## src/rtl/pool_window_sequencer.sv

```systemverilog
// 2x2 max-pool window sequencer: walks one plane, issues BRAM reads, aligns valids and output writes.
// Define POOL_EDGE_PAD_EN to emit partial windows for odd width/height instead of dropping them.
module pool_window_sequencer #(
  parameter int ADDR_WIDTH      = 16,
  parameter int DIM_WIDTH       = 10,
  parameter int BRAM_RD_LATENCY = 1,
  parameter int POOL_LATENCY    = 4
) (
  input  logic                  clk,
  input  logic                  reset,
  input  logic                  start,
  input  logic [DIM_WIDTH-1:0]  cfg_width,
  input  logic [DIM_WIDTH-1:0]  cfg_height,
  input  logic [ADDR_WIDTH-1:0] cfg_src_base,
  input  logic [ADDR_WIDTH-1:0] cfg_dst_base,
  input  logic                  hold,
  output logic [ADDR_WIDTH-1:0] rd_addr_1,
  output logic [ADDR_WIDTH-1:0] rd_addr_2,
  output logic [ADDR_WIDTH-1:0] rd_addr_3,
  output logic [ADDR_WIDTH-1:0] rd_addr_4,
  output logic                  rd_en_1,
  output logic                  rd_en_2,
  output logic                  rd_en_3,
  output logic                  rd_en_4,
  output logic                  data_valid_1,
  output logic                  data_valid_2,
  output logic                  data_valid_3,
  output logic                  data_valid_4,
  output logic [ADDR_WIDTH-1:0] wr_addr,
  output logic                  wr_en,
  output logic                  busy,
  output logic                  done
);

  localparam int L   = BRAM_RD_LATENCY + POOL_LATENCY;
  localparam int IFW = $clog2(L + 2);

  typedef enum logic [1:0] {IDLE, ISSUE, DRAIN, DONE} state_e;

  state_e                state_q, state_d;
  logic [DIM_WIDTH-1:0]  width_q, width_d, height_q, height_d;
  logic [DIM_WIDTH-1:0]  row_q, row_d, col_q, col_d;
  logic [ADDR_WIDTH-1:0] dst_q, dst_d, row_base_q, row_base_d, out_idx_q, out_idx_d;
  logic [IFW-1:0]        inflight_q, inflight_d;
  logic [3:0]            rd_pipe_q [BRAM_RD_LATENCY];
  logic [L-1:0]          issue_pipe_q;

  logic                  issue, zero_cfg, last_col, last_row, tr_ok, bl_ok;
  logic [DIM_WIDTH:0]    col_x, row_x, width_x, height_x;
  logic [ADDR_WIDTH-1:0] width_a, base_a;

  assign col_x    = {1'b0, col_q};
  assign row_x    = {1'b0, row_q};
  assign width_x  = {1'b0, width_q};
  assign height_x = {1'b0, height_q};
  assign tr_ok    = (col_x + (DIM_WIDTH+1)'(1)) < width_x;
  assign bl_ok    = (row_x + (DIM_WIDTH+1)'(1)) < height_x;

`ifdef POOL_EDGE_PAD_EN
  assign zero_cfg = (cfg_width == '0) || (cfg_height == '0);
  assign last_col = (col_x + (DIM_WIDTH+1)'(2)) >= width_x;
  assign last_row = (row_x + (DIM_WIDTH+1)'(2)) >= height_x;
  assign rd_en_1  = issue;
  assign rd_en_2  = issue & tr_ok;
  assign rd_en_3  = issue & bl_ok;
  assign rd_en_4  = issue & tr_ok & bl_ok;
`else
  // Trailing odd column/row never gets a window, so every issued window is complete.
  assign zero_cfg = (cfg_width < DIM_WIDTH'(2)) || (cfg_height < DIM_WIDTH'(2));
  assign last_col = (col_x + (DIM_WIDTH+1)'(3)) >= width_x;
  assign last_row = (row_x + (DIM_WIDTH+1)'(3)) >= height_x;
  assign rd_en_1  = issue;
  assign rd_en_2  = issue;
  assign rd_en_3  = issue;
  assign rd_en_4  = issue;
`endif

  assign width_a   = ADDR_WIDTH'(width_q);
  assign base_a    = row_base_q + ADDR_WIDTH'(col_q);
  assign rd_addr_1 = base_a;
  assign rd_addr_2 = tr_ok ? base_a + ADDR_WIDTH'(1) : base_a;
  assign rd_addr_3 = bl_ok ? base_a + width_a : base_a;
  assign rd_addr_4 = (tr_ok && bl_ok) ? base_a + width_a + ADDR_WIDTH'(1) : base_a;

  assign {data_valid_1, data_valid_2, data_valid_3, data_valid_4} = rd_pipe_q[BRAM_RD_LATENCY-1];
  assign wr_en   = issue_pipe_q[L-1];
  assign wr_addr = dst_q + out_idx_q;
  assign busy    = (state_q != IDLE);
  assign done    = (state_q == DONE);

  always_comb begin
    state_d    = state_q;
    width_d    = width_q;
    height_d   = height_q;
    dst_d      = dst_q;
    row_d      = row_q;
    col_d      = col_q;
    row_base_d = row_base_q;
    out_idx_d  = wr_en ? out_idx_q + ADDR_WIDTH'(1) : out_idx_q;
    issue      = 1'b0;
    case (state_q)
      IDLE: begin
        if (start) begin
          width_d    = cfg_width;
          height_d   = cfg_height;
          dst_d      = cfg_dst_base;
          row_base_d = cfg_src_base;
          row_d      = '0;
          col_d      = '0;
          out_idx_d  = '0;
          state_d    = zero_cfg ? DONE : ISSUE;
        end
      end
      ISSUE: begin
        if (!hold) begin
          issue = 1'b1;
          if (last_col) begin
            col_d      = '0;
            row_d      = row_q + DIM_WIDTH'(2);
            row_base_d = row_base_q + (width_a << 1);
            if (last_row) state_d = DRAIN;
          end else begin
            col_d = col_q + DIM_WIDTH'(2);
          end
        end
      end
      // Leave as the last write retires so done lands the cycle after it.
      DRAIN:   if (inflight_q == IFW'(wr_en)) state_d = DONE;
      DONE:    state_d = IDLE;
      default: state_d = IDLE;
    endcase
    inflight_d = inflight_q + IFW'(issue) - IFW'(wr_en);
  end

  always_ff @(posedge clk) begin
    if (reset) begin
      state_q      <= IDLE;
      width_q      <= '0;
      height_q     <= '0;
      dst_q        <= '0;
      row_q        <= '0;
      col_q        <= '0;
      row_base_q   <= '0;
      out_idx_q    <= '0;
      inflight_q   <= '0;
      issue_pipe_q <= '0;
      for (int i = 0; i < BRAM_RD_LATENCY; i++) rd_pipe_q[i] <= '0;
    end else begin
      state_q         <= state_d;
      width_q         <= width_d;
      height_q        <= height_d;
      dst_q           <= dst_d;
      row_q           <= row_d;
      col_q           <= col_d;
      row_base_q      <= row_base_d;
      out_idx_q       <= out_idx_d;
      inflight_q      <= inflight_d;
      rd_pipe_q[0]    <= {rd_en_1, rd_en_2, rd_en_3, rd_en_4};
      issue_pipe_q[0] <= issue;
      for (int i = 1; i < BRAM_RD_LATENCY; i++) rd_pipe_q[i] <= rd_pipe_q[i-1];
      for (int i = 1; i < L; i++) issue_pipe_q[i] <= issue_pipe_q[i-1];
    end
  end

endmodule

```

## config.mk

```make
export PLATFORM = sky130hd
export DESIGN_NAME = pool_window_sequencer
export DESIGN_NICKNAME = d
export VERILOG_FILES = /design/src/rtl/pool_window_sequencer.sv
export SDC_FILE = /design/constraint.sdc
export NUM_CORES = 1
export LEC_CHECK = 0
export CAP_MARGIN = 20
export CORE_MARGIN = 1.5
export CORE_UTILIZATION = 45
export DETAILED_ROUTE_END_ITERATION = 6
export GPL_TIMING_DRIVEN = 0
export PLACE_DENSITY_LB_ADDON = 0.08
export SLEW_MARGIN = 25
export SYNTH_ARGS = -nofsm -noshare
export SYNTH_HDL_FRONTEND = slang
export SYNTH_SLANG_ARGS = --single-unit
export TNS_END_PERCENT = 30
```

## constraint.sdc

```tcl
create_clock -name clk -period 8.2 [get_ports clk]
set_input_delay 1.23 -clock clk [delete_from_list [all_inputs] [get_ports clk]]
set_output_delay 1.23 -clock clk [all_outputs]
set_load 0.02 [all_outputs]
```

Word level (Yosys, flattened, before mapping)
Memory sizes are Yosys's and may differ from the RTL's.
Index checks and enable logic that the tools add are counted.
W data, S select, Z words.

word-level totals
  memories = 1
  bits in writable memories = 4
  register bits = 98

cells by class
  equality and inequality tests = 9
  reductions and logical operators = 10
  add/sub/neg operators = 15
  muxes and demuxes = 31
  $lt $le $gt $ge = 6

memory list
  memory     words  width  rd ports  clocked after Yosys merged registers in  wr ports  line  RTL
  rd_pipe_q  1      4      1         0                                        1         45    logic [3:0] rd_pipe_q [BRAM_RD_LATENCY];

operators with widths
  kind                     count
  $mux W16                 9
  $mux W10                 5
  $add A16 B1 Y16 const B  3
  $pmux W10 S2             2
  $add A16 B10 Y16         2
  $pmux W16 S2             1
  $add A10 B1 Y11 const B  2
  $add A10 B2 Y11 const B  2
  $ge A11 B10 Y1           2
  $lt A11 B10 Y1           2
  $add A10 B2 Y10 const B  2
  $lt A10 B2 Y1 const B    2
  $add A16 B11 Y16         1
  $add A16 B16 Y16         1
  $mux W2                  6
  $ne A2 B2 Y1 const B     5
  $pmux W2 S4              1
  $mux W1                  6
  $reduce_and A5 Y1        1
  $eq A2 B2 Y1 const B     2
  $mux W4                  1
  $reduce_and A4 Y1        1
  $reduce_bool A2 Y1       2
  $reduce_or A4 Y1         1
  other kinds (9)          9

Depth between registers and ports, before layout
Gate-level depths: netlist of run 1.

  depth after elaboration = 6
  gate-level depth with buffers = 15

Least setup slack after synthesis of run 1
No wires, ideal clock.

  path type = flip-flop to output port
  start point = reg col_q[2]
  end point = out rd_addr_4[12]
  setup slack = 2.577 ns
  path buffers = 0
  cell stages (with the launch flop) = 15
  arrival = 4.393 ns
  required time = 6.970 ns
  cell sequence = dfxtp_1 -> ha_1 -> a21o_1 -> a221o_2 -> a21oi_1 -> xnor2_1 -> ha_1 -> nor2b_1 -> a21oi_1 -> a21oi_1 -> xnor2_1 -> nor4b_1 -> a21oi_1 -> or3_2 -> xnor2_1

on the way
  longest elaborated chain between the ends = 4
  elaborated cells between the ends (all ways) = 7

RTL lines
  element                   line  RTL
  start: declaration        42    logic [DIM_WIDTH-1:0] row_q, row_d, col_q, col_d;
  start signal: assignment  154   col_q <= col_d;
  $add A16 B10 Y16          79    assign base_a = row_base_q + ADDR_WIDTH'(col_q);
  net rd_addr_1[7]          17    output logic [ADDR_WIDTH-1:0] rd_addr_1,
  $add A16 B10 Y16          83    assign rd_addr_4 = (tr_ok && bl_ok) ? base_a + width_a + ADDR_WIDTH'(1) : base_a;
  $add A16 B1 Y16           83
  $mux W16                  83
  end: declaration          20    output logic [ADDR_WIDTH-1:0] rd_addr_4,

The timed path passes the listed nets, and every way through them passes these cells.

Worst setup path in the final report of run 1
  start point = reg col_q[2]
  end point = out rd_addr_4[12]

on the way
  longest elaborated chain between the ends = 4
  elaborated cells between the ends (all ways) = 7

RTL lines
  element                                                 line
  $add A16 B10 Y16 or $add A10 B1 Y11 (tied branches)     79, 56
  $add A16 B10 Y16 or $lt A11 B10 Y1 (tied branches)      83, 56
  $add A16 B1 Y16 or $logic_and A1 B1 Y1 (tied branches)  83
  $mux W16 *                                              83

Every way passes the cells marked *; elsewhere a longest branch is shown, timed or not.

==> impl_results.md, run 1 <==
* Post-Place Setup Slack at about 1.7 ns
* Sw Ratio at a little under half
* RSZ-0062 raised after global routing: false
* Die width at roughly 140 um
* Synth Register Bits at 95
* Status: finished clean
* Drt pass-1 iters at 4
* Clock root buffer master: clkbuf_16
* CP Data Required Time at 6.97 ns
* Synth Area per Inst at about 7.7 um^2
* Syn Inst Count at about 1,000
* DRC viols at 0
* CP Launch Type: flop
* Hold buffer count at cts at 0
* Predominant post-synthesis flop cell: dfxtp_1
* Async SR Flop Fraction at 0%
* Die area at around 19,000 um^2
* Hold Fails Final Rpt at 0
* Worst-Skew Late Latency at roughly 0.35 ns
* Register area share after synthesis at between 20% and 30%
* All-Layer GR Usage at roughly 24%
* Initial Util at a little under half
* P_int at between 1.5 and 2 mW
* Slew at the pin closest to its max-slew limit at between 0.8 and 0.9 ns
* Gp weighted congestion at 0.867
* Routed len/inst at 15.5 um
* Final WL at 22,300 um
* Static Leak at around 4.1 nW
* Fin crit period at slightly below 7 ns
* Area Overhead vs Synth at 24.8%
* Critical R2R Capture: col_q[7]
* Via count at approximately 7,700
* Mapped cell area at ~8000 um^2
* Synth top area share at 23.5%
* Layout Nets at roughly 1,400
* Sum Neg Setup Slack at 0 ns
* Clock sinks at 95
* Hold Path Class: flop to flop
* Top cell type by total area after synthesis: dfxtp_1
* Final setup viols at 0
* Worst Setup EP: rd_addr_4[12]
* H-tree Lvls at 3
* # port buffers at 145
* Post-DP HPWL at about 18,000 um
* Clock network fraction of total power at 12.3%
* Vias per cell at ~5.3
* Congestion Overflow GR at 0
* Share of layout cells above drive strength 1 at about 5.0%
* Initial antenna violation count at 0
* Setup ws final at between 1 and 1.5 ns
* Hold path startpoint: issue_pipe_q[3]
* CP Max Fanout at 9
* Post-CTS Setup Inserts at 0
* Syn. warnings at 0
* Io pins at between 100 and 150
* Max Transition Viols Final at 0
* Post-synth EDFFs at 0
* First-pass GRT wire length at between 30,000 and 40,000 um
* R2R Setup Slk at 4.44 ns
* Crit Path Class: flop to primary output
* Post-CTS Resized at 0
* Critical Path AT at approximately 5.7 ns
* Core box area at between 15,000 and 20,000 um^2
* Critical path origin: col_q[2]
* Number of core rows at 48
* Reg power frac at between 10% and 20%
* Post-route ant nets at 0
* Max cap viols at 0
* IR drop worst, VDD at between 300 and 400 uV
* CTS tree: built
* Largest net degree at the start of global routing at 17
* Clock buffer depth at 2
* P_sw at between 1.5 and 2 mW
* DR iter-0 viols at roughly 390
* Slew HR at 41.2%
* Tcrit/Tclk final at a little over four fifths
* Vias in the first global route at around 6,900
* Final Skew at about 0.0088 ns
* Clock slew at reported path FFs at about 0.070 ns
* Cts bufs inserted at 9
* Critical path endpoint category: primary output
* Syn nets at approximately 1,200
* Max Fclk at roughly 140 MHz
* Comb pwr share at between 60 and 70%
* Ranking of synthesized cells by area: dfxtp_1 (24%), ha_1 (15%), xnor2_1 (8.0%), a21oi_1 (6.8%), nand2_1 (6.7%)
* Reg-to-reg startpoint: col_q[3]
* Reg2reg path depth at 14
* Antenna cells at 0
* Pwr/cell area at around 320 nW/um^2
* Unique cell type count in the Yosys netlist at 72
* Die H at about 140 um
## area by class of cell
type                       instances  area, um^2
clock inverter                     6        46.3
clock buffer                       9         225
timing repair buffer             145        1450
fill                            1693        7330
buffer                            51         236
tap                              225         282
multi-input combinational        844        5710
sequential                        95        1900
inverter                          59         226
## cells in the mapped netlist (3+ instances only)
master / count
a21o_1: 17
nand3_1: 30
dfxtp_1: 95
or3_1: 12
a41oi_1: 3
nor3_1: 21
o21ai_0: 39
and2_1: 4
inv_1: 57
mux2_2: 7
and3_1: 12
clkbuf_1: 40
o21a_1: 15
nand4_1: 15
ha_1: 100
nand2_1: 144
a21boi_0: 4
nand2b_1: 4
a21oi_1: 109
buf_4: 7
nor3b_1: 4
xor2_1: 27
fa_1: 4
nor4_1: 8
a31oi_1: 7
mux2i_1: 8
nor2b_1: 14
a211oi_1: 15
xnor2_1: 74
nor2_1: 95
o211ai_1: 3
## how the worst min path moves through the flow
stage | endpoint | cells past startpoint
after floorplan | issue_pipe_q[2] | 1
final | issue_pipe_q[4] | 1
after global placement | issue_pipe_q[2] | 1
after detailed placement | issue_pipe_q[3] | 1
after global routing | issue_pipe_q[4] | 1
after CTS | issue_pipe_q[4] | 1
## layout by cell type (no fill, tap or decap), drive strengths merged, types with 5 or more instances in the layout
| master | instances |
|---|---|
| a21o | 17 |
| a31oi | 7 |
| xnor2 | 77 |
| mux2i | 8 |
| buf | 11 |
| nor2b | 14 |
| inv | 59 |
| mux2 | 7 |
| nor4 | 8 |
| and2 | 5 |
| dfxtp | 95 |
| o21ai | 40 |
| clkbuf | 49 |
| nand2 | 145 |
| a21oi | 110 |
| nand4 | 16 |
| clkdlybuf4s50 | 145 |
| nand3 | 31 |
| nor2 | 95 |
| nor3 | 21 |
| and3 | 14 |
| o21a | 15 |
| xor2 | 27 |
| a211oi | 18 |
| or3 | 13 |
| ha | 100 |
## kinds of logic after synthesis
kind of cell               share of synthesized area, %
buffers and inverters                              5.73
xor gates and xnor gates                           11.7
muxes                                              1.97
DFF                                                23.5
and+or+nand+nor                                    21.9
adders and majority gates                          16.5
AOI/OAI and AO/OA                                  18.7
## state kept, by name, summed over array words and instances, names as in the netlist
name	cells
row_base_q	16
row_q	9
state_q	2
inflight_q	3
dst_q	16
width_q	10
col_q	9
out_idx_q	16
issue_pipe_q	4
rd_pipe_q	1
height_q	9
## per-layer routing
metal | global-route usage (%) | part of all wire (%)
met1 | 34.2 | 50
met2 | 38.8 | 44
met3 | 3.74 | 4.7
met4 | 5.61 | 1.3
met5 | 0 | 0
## stage by stage
stage          cell area (um^2)  util, %  cells  total power [mW]  hold slack (ns)
6_report                  10100     57.9   1434              3.23            0.434
3_5_place_dp               9810     56.3   1419              2.83            0.427
2_1_floorplan              8080        -   1049              2.02            0.414
5_1_grt                   10100     57.9   1434              3.47            0.460
4_1_cts                   10100     57.9   1434              3.24            0.438
3_3_place_gp               9810     56.3   1419              2.81            0.417
## worst max-delay path, cell delays in order (launching register included)
cell and delay, ns:
dfxtp_1 0.44, ha_1 0.40, a21o_1 0.19, a21oi_1 0.09, xnor2_1 0.70, ha_1 0.42
o21ai_0 0.27, nor2_1 0.08, a21oi_1 0.37, a21oi_1 0.15, xnor2_1 0.21, nor4b_1 0.72
a21oi_1 0.11, or3_2 0.44, xnor2_1 0.14, clkdlybuf4s50_1 0.63
## power groups by stage
stage,clock network [mW],registers (mW),logic (mW)
global placement,0,0.641,2.17
global route,0.427,0.645,2.40
detailed placement,0,0.645,2.18
floorplan,0,0.612,1.41
CTS,0.408,0.634,2.20
finish,0.396,0.637,2.19
No activity file was read; power rests on OpenSTA's default activity.
==> run 2: changes to the inputs <==
==> constraint.sdc (replaced) <==
create_clock -name clk -period 5.6 [get_ports clk]
set_input_delay 0.84 -clock clk [delete_from_list [all_inputs] [get_ports clk]]
set_output_delay 0.84 -clock clk [all_outputs]
set_load 0.02 [all_outputs]
==> run 2 against run 1 <==
Utilization grew 1.1 points. Critical path depth is the same. First-iteration DRC count shrank 7.2%. Sequential power grew 46%. Largest cell class unchanged. Critical path type unchanged. Critical endpoint is now rd_addr_4[9]. Via count grew 0.31%. Non-clock buffer count grew 6. Register-to-register slack lost 2.6 ns.
==> impl_results.md, run 2 (synthesis results as in run 1) <==
* Core box area at 17,400 um^2 (unchanged)
* Final setup viols at 0 (unchanged)
* WP buf/inv at 1 (unchanged)
* Die H at 137 um (unchanged)
* Fin crit period at 5.36 ns
* Routed len/inst at 15.7 um (was 15.5 um)
* # port buffers at 145 (unchanged)
* Reg-to-reg startpoint: col_q[1] (was col_q[3])
* Critical Path AT at 4.52 ns (was 5.71 ns)
* Max cap viols at 0 (unchanged)
* Commonest non-fill, non-tap cell in the layout: nand2_1 (was clkdlybuf4s50_1)
* Worst-Skew Late Latency at 0.35 ns (about the same)
* CP Launch Type: flop (unchanged)
* Initial Util at 46.4% (unchanged)
* Hold Fails Final Rpt at 0 (unchanged)
* Share of layout cells above drive strength 1 at 7.74% (was 4.96%)
* Reg power frac at 19.4% (was 19.7%)
* Tcrit/Tclk final at roughly 96%
* Slew at the pin closest to its max-slew limit at 0.829 ns (was 0.875 ns)
* Clock buffer depth at 2 (unchanged)
* Drt pass-1 iters at 4 (unchanged)
* Vias in the first global route at 6,942 (was 6,926)
* H-tree Lvls at 3 (unchanged)
* Post-DP HPWL at 18,000 um (unchanged)
* CP delay by family, top: compound AO/OA/AOI/OAI gates (was simple AND/OR/NAND/NOR gates)
* Status: finished clean (unchanged)
* First-pass GRT wire length at 35,800 um (was 35,600 um)
* Comb pwr share at 68.5% (was 68.0%)
* Critical path endpoint category: primary output (unchanged)
* Hold Path Class: flop to flop (unchanged)
* Sum Neg Setup Slack at 0 ns (unchanged)
* Crit path largest cell delay at 0.59 ns (was 0.72 ns)
* Max Transition Viols Final at 0 (unchanged)
* Io pins at 147 (unchanged)
* Congestion Overflow GR at 0 (unchanged)
* DRC viols at 0 (unchanged)
* DR top layer: met4 (unchanged)
* Clock network fraction of total power at 12.1% (was 12.3%)
* Critical path origin: col_q[2] (unchanged)
* Layout Nets at 1,371 (was 1,365)
* CTS tree: built (unchanged)
* Largest net degree at the start of global routing at 17 (unchanged)
* Cts bufs inserted at 9 (unchanged)
* Most frequent cells in the layout: nand2_1 (144), clkdlybuf4s50_1 (138), a21oi_1 (106) (was clkdlybuf4s50_1 (145), nand2_1 (144), a21oi_1 (109))
* Gp weighted congestion at 0.867 (unchanged)
* Max Fclk at 186 MHz
* Non-Filler Instances at 1,441 (was 1,434)
* Via count at 7,693 (was 7,669)
* P_int at 2.49 mW (was 1.68 mW)
* Worst Setup EP: rd_addr_4[9] (was rd_addr_4[12])
* Clock slew at reported path FFs at 0.07 ns (about the same)
* All-Layer GR Usage at 24.4% (was 24.2%)
* R2R Setup Slk at 1.88 ns (was 4.44 ns)
* Crit Path Class: flop to primary output (unchanged)
* Met2 WL at 10,100 um (was 9890 um)
* Met3 routed WL at 1030 um (was 1050 um)
* Final Power at 4.81 mW (was 3.23 mW)
* IR drop worst, VDD at 580 uV (was 396 uV)
* Final WL at 22,600 um (was 22,300 um)
* Pwr/cell area at 468 nW/um^2 (was 320 nW/um^2)
* Sw Ratio at 48.2% (was 47.9%)
* Clock root buffer master: clkbuf_16 (unchanged)
* Static Leak at 4.25 nW (was 4.12 nW)
* Area Overhead vs Synth at 27.2% (was 24.8%)
* Vias per cell at 5.34 (was 5.35)
* CP Max Fanout at 9 (unchanged)
* Initial antenna violation count at 0 (unchanged)
* Number of core rows at 48 (unchanged)
* Die width at 137 um (unchanged)
* Placed insts at 1,419 (unchanged)
* Critical R2R Capture: col_q[7] (unchanged)
* Met1 WL at 11,200 um (was 11,100 um)
* Slew HR at 44.5% (was 41.2%)
* Final Skew at 0.00792 ns (was 0.00875 ns)
* P_sw at 2.31 mW (was 1.54 mW)
* Clock sinks at 95 (unchanged)
* Reg2reg path depth at 14 (unchanged)
* Die area at 18,800 um^2 (unchanged)
* Worst path slowest cell: clkdlybuf4s50_1 (was nor4b_1)
* DR iter-0 viols at 360 (was 388)
* CP Data Required Time at 4.76 ns (was 6.97 ns)
* Worst-path cell chain: ha_1, a21o_1, a21o_1, a21oi_1, xnor2_2, ha_1, a21oi_1, nor3b_2, a21oi_2, xnor2_2, or2b_2, nor3_1, xnor2_1, mux2_2, clkdlybuf4s50_1 (was ha_1, a21o_1, a21oi_1, xnor2_1, ha_1, o21ai_0, nor2_1, a21oi_1, a21oi_1, xnor2_1, nor4b_1, a21oi_1, or3_2, xnor2_1, clkdlybuf4s50_1)
* Regs by FF count: dst_q (16), out_idx_q (16), row_base_q (16) (unchanged)
* RSZ-0062 raised after global routing: false (unchanged)
* Post-route ant nets at 0 (unchanged)
* Critical path depth at 15 (unchanged)
run 2: through the flow:
stage | hold slack (ns) | setup slack [ns] | util, % | cell area [um^2]
floorplan | 0.414 | 0.367 | - | 8080
global placement | 0.417 | -0.471 | 56.3 | 9810
detailed placement | 0.427 | -0.532 | 56.3 | 9810
CTS | 0.438 | -0.152 | 58.5 | 10200
global route | 0.459 | 0.0141 | 59.0 | 10300
finish | 0.434 | 0.238 | 59.0 | 10300
run 2: worst reg2reg max path, delay by kind of cell, from the launching register on:
kind,cells,cell delay [ns]
AOI/OAI and AO/OA,6,1.13
and+or+nand+nor,3,0.69
buffers and inverters,3,0.65
adders and majority gates,2,0.60
DFF,1,0.58
run 2: final cells by class:
class                           count  area [um^2]
Tap cell                          225          282
Buffer                             51          236
Fill cell                        1670         7140
Sequential cell                    95         1910
Clock buffer                        9          225
Antenna cell                        1         2.50
Timing Repair Buffer              151         1480
Inverter                           59          226
Clock inverter                      6         46.3
Multi-Input combinational cell    844         5870
run 2: worst min path at each step:
| stage | startpoint | to | slack, ns | depth (start not counted) |
|---|---|---|---|---|
| floorplan | issue_pipe_q[1] | issue_pipe_q[2] | 0.41 | 1 |
| global placement | issue_pipe_q[1] | issue_pipe_q[2] | 0.42 | 1 |
| detailed placement | issue_pipe_q[2] | issue_pipe_q[3] | 0.43 | 1 |
| CTS | issue_pipe_q[3] | issue_pipe_q[4] | 0.44 | 1 |
| global route | issue_pipe_q[3] | issue_pipe_q[4] | 0.46 | 1 |
| finish | issue_pipe_q[3] | issue_pipe_q[4] | 0.43 | 1 |
run 2: what timing repair did:
action                     in CTS  in global routing
setup endpoints to repair       8                  9
pin swaps                       2                  5
hold buffers                    0                  0
setup buffers                   1                  5
gates resized for setup        23                 22
run 2: per-layer routing:
| layer | track usage, % | vias up |
|---|---|---|
| li1 | - | 3967 |
| met1 | 34.3 | 3548 |
| met2 | 39.3 | 164 |
| met3 | 3.85 | 14 |
| met4 | 4.97 | 0 |
| met5 | 0 | - |
run 2: power groups by stage:
stage               Combinational [mW]  Clock [mW]  Sequential (mW)
finish                            3.29       0.581            0.931
global route                      3.59       0.625            0.945
CTS                               3.25       0.598            0.928
detailed placement                3.20           0            0.944
global placement                  3.17           0            0.939
floorplan                         2.06           0            0.896
==> run 3: changes to the inputs <==
--- a/config.mk
+++ b/config.mk
@@ -5,13 +5,14 @@
 export SDC_FILE = /design/constraint.sdc
 export NUM_CORES = 1
 export LEC_CHECK = 0
+export ABC_AREA = 1
 export CAP_MARGIN = 20
 export CORE_MARGIN = 1.5
 export CORE_UTILIZATION = 45
 export DETAILED_ROUTE_END_ITERATION = 6
 export GPL_TIMING_DRIVEN = 0
 export PLACE_DENSITY_LB_ADDON = 0.08
-export SLEW_MARGIN = 25
+export SLEW_MARGIN = 20
 export SYNTH_ARGS = -nofsm -noshare
 export SYNTH_HDL_FRONTEND = slang
 export SYNTH_SLANG_ARGS = --single-unit
==> run 3 against run 2 <==
Critical path type unchanged. The flow now finishes with violations (DRC). Cell area rose by 2.4%. Combinational power is 3% higher. First-iteration DRC count rose by 22%. Synthesized cell count increased by 18%. Global-route usage is 0.41 points lower. Die area rose by 3.5%.
==> impl_results.md, run 3 <==
* Status: finished with violations (was finished clean)
* Failing checks: DRC
* Crit path largest cell delay at 0.62 ns (was 0.59 ns)
* Critical Path AT at 4.42 ns (was 4.52 ns)
* Most frequent cells in the layout: nand2_1 (235), inv_1 (158), clkdlybuf4s50_1 (142) (was nand2_1 (144), clkdlybuf4s50_1 (138), a21oi_1 (106))
* Critical path endpoint category: primary output (unchanged)
* Largest family of logic cells by synthesized area: simple AND/OR/NAND/NOR gates (unchanged)
* Synth top area share at 22.7% (was 23.5%)
* Complex-gate fraction of the synthesized area at 16.1% (was 18.7%)
* Number of core rows at 49 (was 48)
* Synth Area per Inst at 6.76 um^2 (was 7.70 um^2)
* Syn. warnings at 0 (unchanged)
* Area Overhead vs Synth at 25.8% (was 27.2%)
* Hold Fails Final Rpt at 0 (unchanged)
* Hold Path Class: flop to flop (unchanged)
* Max cap viols at 0 (unchanged)
* Final setup viols at 0 (unchanged)
* CP Max Fanout at 6 (was 9)
* Die H at 139 um (was 137 um)
* Congestion Overflow GR at 0 (unchanged)
* Worst-path cell chain: ha_1, a21oi_1, nand2_2, nand2_1, nand2_1, nand2_1, nand2_1, xor2_2, inv_1, ha_4, nand2_1, nor2_1, nand3_1, nand4_1, xor2_2, nand4_2, nor2_2, nand2_1, a31oi_1, clkdlybuf4s50_1 (was ha_1, a21o_1, a21o_1, a21oi_1, xnor2_2, ha_1, a21oi_1, nor3b_2, a21oi_2, xnor2_2, or2b_2, nor3_1, xnor2_1, mux2_2, clkdlybuf4s50_1)
* Max Fclk at 190 MHz (was 186 MHz)
* H-tree Lvls at 3 (unchanged)
* Worst path slowest cell: clkdlybuf4s50_1 (unchanged)
* Initial antenna violation count at 0 (unchanged)
* Fin crit period at 5.26 ns (was 5.36 ns)
* R2R Setup Slk at 2.57 ns (was 1.88 ns)
* Top-count cell post-synth: nand2_1 (unchanged)
* Xor and xnor area share after synthesis at 8.45% (was 11.7%)
* Syn nets at 1,398 (was 1,209)
* Adder and majority gate portion of the synthesized area at 15.9% (was 16.5%)
* Reg-to-reg startpoint: col_q[5] (was col_q[1])
* WP buf/inv at 2 (was 1)
* Critical path's most frequent cell: nand2_1
* Io pins at 147 (unchanged)
* DR iter-0 viols at 438 (was 360)
* Register area share after synthesis at 22.7% (was 23.5%)
* Crit Path Class: flop to primary output (unchanged)
* Sw Ratio at 48.5% (was 48.2%)
* Vias in the first global route at 7,678 (was 6,942)
* Predominant post-synthesis flop cell: dfxtp_1 (unchanged)
* Mapped cell area at 8370 um^2 (was 8080 um^2)
* Clock buffer depth at 2 (unchanged)
* All-Layer GR Usage at 23.9% (was 24.4%)
* Hold path startpoint: issue_pipe_q[3] (unchanged)
* Slew at the pin closest to its max-slew limit at 0.721 ns (was 0.829 ns)
* Regs by FF count: dst_q (16), out_idx_q (16), row_base_q (16) (unchanged)
* Vias per cell at 5.11 (was 5.34)
* Routed len/inst at 14.1 um (was 15.7 um)
* Post-synth EDFFs at 0 (unchanged)
* CP Data Required Time at 4.76 ns (about the same)
* RSZ-0062 raised after global routing: false (unchanged)
* Cts bufs inserted at 9 (unchanged)
* P_sw at 2.42 mW (was 2.31 mW)
* Unique cell type count in the Yosys netlist at 51 (was 72)
* IR drop worst, VDD at 204 uV (was 580 uV)
* Initial Util at 46.3% (was 46.4%)
* Largest net degree at the start of global routing at 16 (was 17)
* Critical R2R Capture: row_q[1] (was col_q[7])
* Synth Register Bits at 95 (unchanged)
* Clock root buffer master: clkbuf_16 (unchanged)
* CTS tree: built (unchanged)
* Slew HR at 51.9% (was 44.5%)
* Die area at 19,400 um^2 (was 18,800 um^2)
* Sum Neg Setup Slack at 0 ns (unchanged)
* First-pass GRT wire length at 37,900 um (was 35,800 um)
* Post-synth top cells: nand2_1 (235), inv_1 (158), nor2_1 (122) (was nand2_1 (144), a21oi_1 (109), ha_1 (100))
* Final WL at 22,900 um (was 22,600 um)
* Async SR Flop Fraction at 0% (unchanged)
* Max Transition Viols Final at 0 (unchanged)
* Syn Inst Count at 1,238 (was 1,049)
* Core box area at 18,100 um^2 (was 17,400 um^2)
* Pwr/cell area at 475 nW/um^2 (was 468 nW/um^2)
* Static Leak at 4.80 nW (was 4.25 nW)
* CP Launch Type: flop (unchanged)
* Cell count of the worst hold path at 2 (was 1)
* Drt pass-1 iters at 7 (was 4)
* Via count at 8,328 (was 7,693)
* Gp weighted congestion at 0.855 (was 0.867)
* # port buffers at 144 (was 145)
* Share of layout cells above drive strength 1 at 6.00% (was 7.74%)
* Final Skew at 0.00846 ns (was 0.00792 ns)
* Commonest non-fill, non-tap cell in the layout: nand2_1 (unchanged)
* Reg power frac at 18.6% (was 19.4%)
* Die width at 139 um (was 137 um)
* Worst Hold Endpoint: issue_pipe_q[4] (unchanged)
* Worst-Skew Late Latency at 0.36 ns (was 0.35 ns)
* Post-synthesis simple-gate area fraction at 27.0% (was 21.9%)
* Layout Nets at 1,556 (was 1,371)
* Reg2reg path depth at 15 (was 14)
* Tcrit/Tclk final at 94.0% (was 95.8%)
* Comb pwr share at 67.6% (was 68.5%)
* Post-DP HPWL at 18,700 um (was 18,000 um)
* Clock slew at reported path FFs at 0.07 ns (about the same)
* Post-route ant nets at 0 (unchanged)
* Post-Route Utilization at 58.2% (was 59.0%)
* Clock network fraction of total power at 13.7% (was 12.1%)
* Clock sinks at 95 (unchanged)
* Hold buffer count at cts at 0 (unchanged)
* Antenna cells at 0 (was 1)
* Post-synthesis mux area share at 0% (was 1.97%)
* DRC viols at 15 (was 0)
* CP delay by family, top: simple AND/OR/NAND/NOR gates (was compound AO/OA/AOI/OAI gates)
* Ranking of synthesized cells by area: dfxtp_1 (23%), ha_1 (15%), nand2_1 (11%), inv_1 (7.1%), o21ai_0 (6.2%) (was dfxtp_1 (24%), ha_1 (15%), xnor2_1 (8.0%), a21oi_1 (6.8%), nand2_1 (6.7%))
* P_int at 2.57 mW (was 2.49 mW)
* Top cell type by total area after synthesis: dfxtp_1 (unchanged)
-- run 3: cell count changes after synthesis, sizes merged, moves of 14 or more --
cell | before | now
inv | 58 | 161
nand2 | 145 | 248
o21ai | 40 | 103
xnor2 | 77 | 16
nor2 | 95 | 131
xor2 | 27 | 60
nand3 | 31 | 63
a21oi | 110 | 89
a211oi | 18 | 2
nor2b | 14 | 0
-- run 3: per-stage QoR --
stage / total power, mW / instances / setup slack, ns / instance area (um^2) / hold WS, ns
final: 5.00 / 1629 / 0.338 / 10500 / 0.405
after floorplan: 3.01 / 1238 / 1.07 / 8370 / 0.388
after detailed placement: 4.25 / 1611 / 0.225 / 10100 / 0.397
after global routing: 5.38 / 1629 / 0.0124 / 10500 / 0.430
after CTS: 4.96 / 1626 / 0.0586 / 10400 / 0.408
after global placement: 4.22 / 1611 / 0.252 / 10100 / 0.390
-- run 3: worst reg2reg max path, stage by stage, from the launching register on --
cell and delay (ns):
dfxtp_1 0.48, inv_1 0.12, nor3_2 0.25, nand3_1 0.14, xor2_1 0.21, ha_1 0.28
a21oi_1 0.14, o21ai_0 0.08, nor3_1 0.21, nand2_1 0.13, nand2_2 0.20, nand2_2 0.20
inv_1 0.11, buf_2 0.22, o22ai_1 0.10, a21oi_1 0.11
-- run 3: power by group through the flow --
| stage | sequential [mW] | combinational, mW | clock [mW] |
|---|---|---|---|
| 2_1_floorplan | 0.902 | 2.11 | 0 |
| 5_1_grt | 0.946 | 3.71 | 0.720 |
| 6_report | 0.931 | 3.38 | 0.687 |
| 4_1_cts | 0.928 | 3.33 | 0.694 |
| 3_3_place_gp | 0.941 | 3.28 | 0 |
| 3_5_place_dp | 0.943 | 3.31 | 0 |
-- run 3: logic make-up after synthesis --
logic type | Yosys count
adders and majority gates | 104
AOI/OAI and AO/OA | 243
xor gates and xnor gates | 76
DFF | 95
and+or+nand+nor | 509
buffers and inverters | 211
-- run 3: timing repair --
action	CTS	global route
resized for setup	2	13
buffers inserted	0	3
setup endpoints to repair	5	10
pin swaps	0	4
-- run 3: final cells by class --
| class | count | area (um^2) |
|---|---|---|
| multi-input cells | 932 | 5720 |
| fillers | 1751 | 7560 |
| flip-flops and latches | 95 | 1910 |
| clock buffers | 11 | 243 |
| inverters | 166 | 626 |
| well taps | 229 | 287 |
| repair buffers | 147 | 1470 |
| clock inverters | 4 | 78.8 |
| plain buffers | 45 | 200 |
-- run 3: per-layer routing --
layer / share of wire (%) / vias up / global-route usage [%]
li1: - / 4382 / -
met3: 4.6 / 16 / 3.48
met2: 45 / 188 / 38.7
met4: 1.2 / 0 / 5.49
met1: 49 / 3742 / 33.7
met5: 0 / - / 0
-- run 3: worst max-delay path by stage --
stage	startpoint	end	cells after the start	slack, ns
global placement	col_q[3]	rd_addr_4[14]	22	0.25
detailed placement	col_q[3]	rd_addr_4[13]	20	0.23
CTS	col_q[2]	rd_addr_4[14]	19	0.06
global route	col_q[3]	rd_addr_4[13]	23	0.01
floorplan	col_q[3]	rd_addr_4[13]	19	1.07
finish	col_q[3]	rd_addr_4[13]	20	0.34
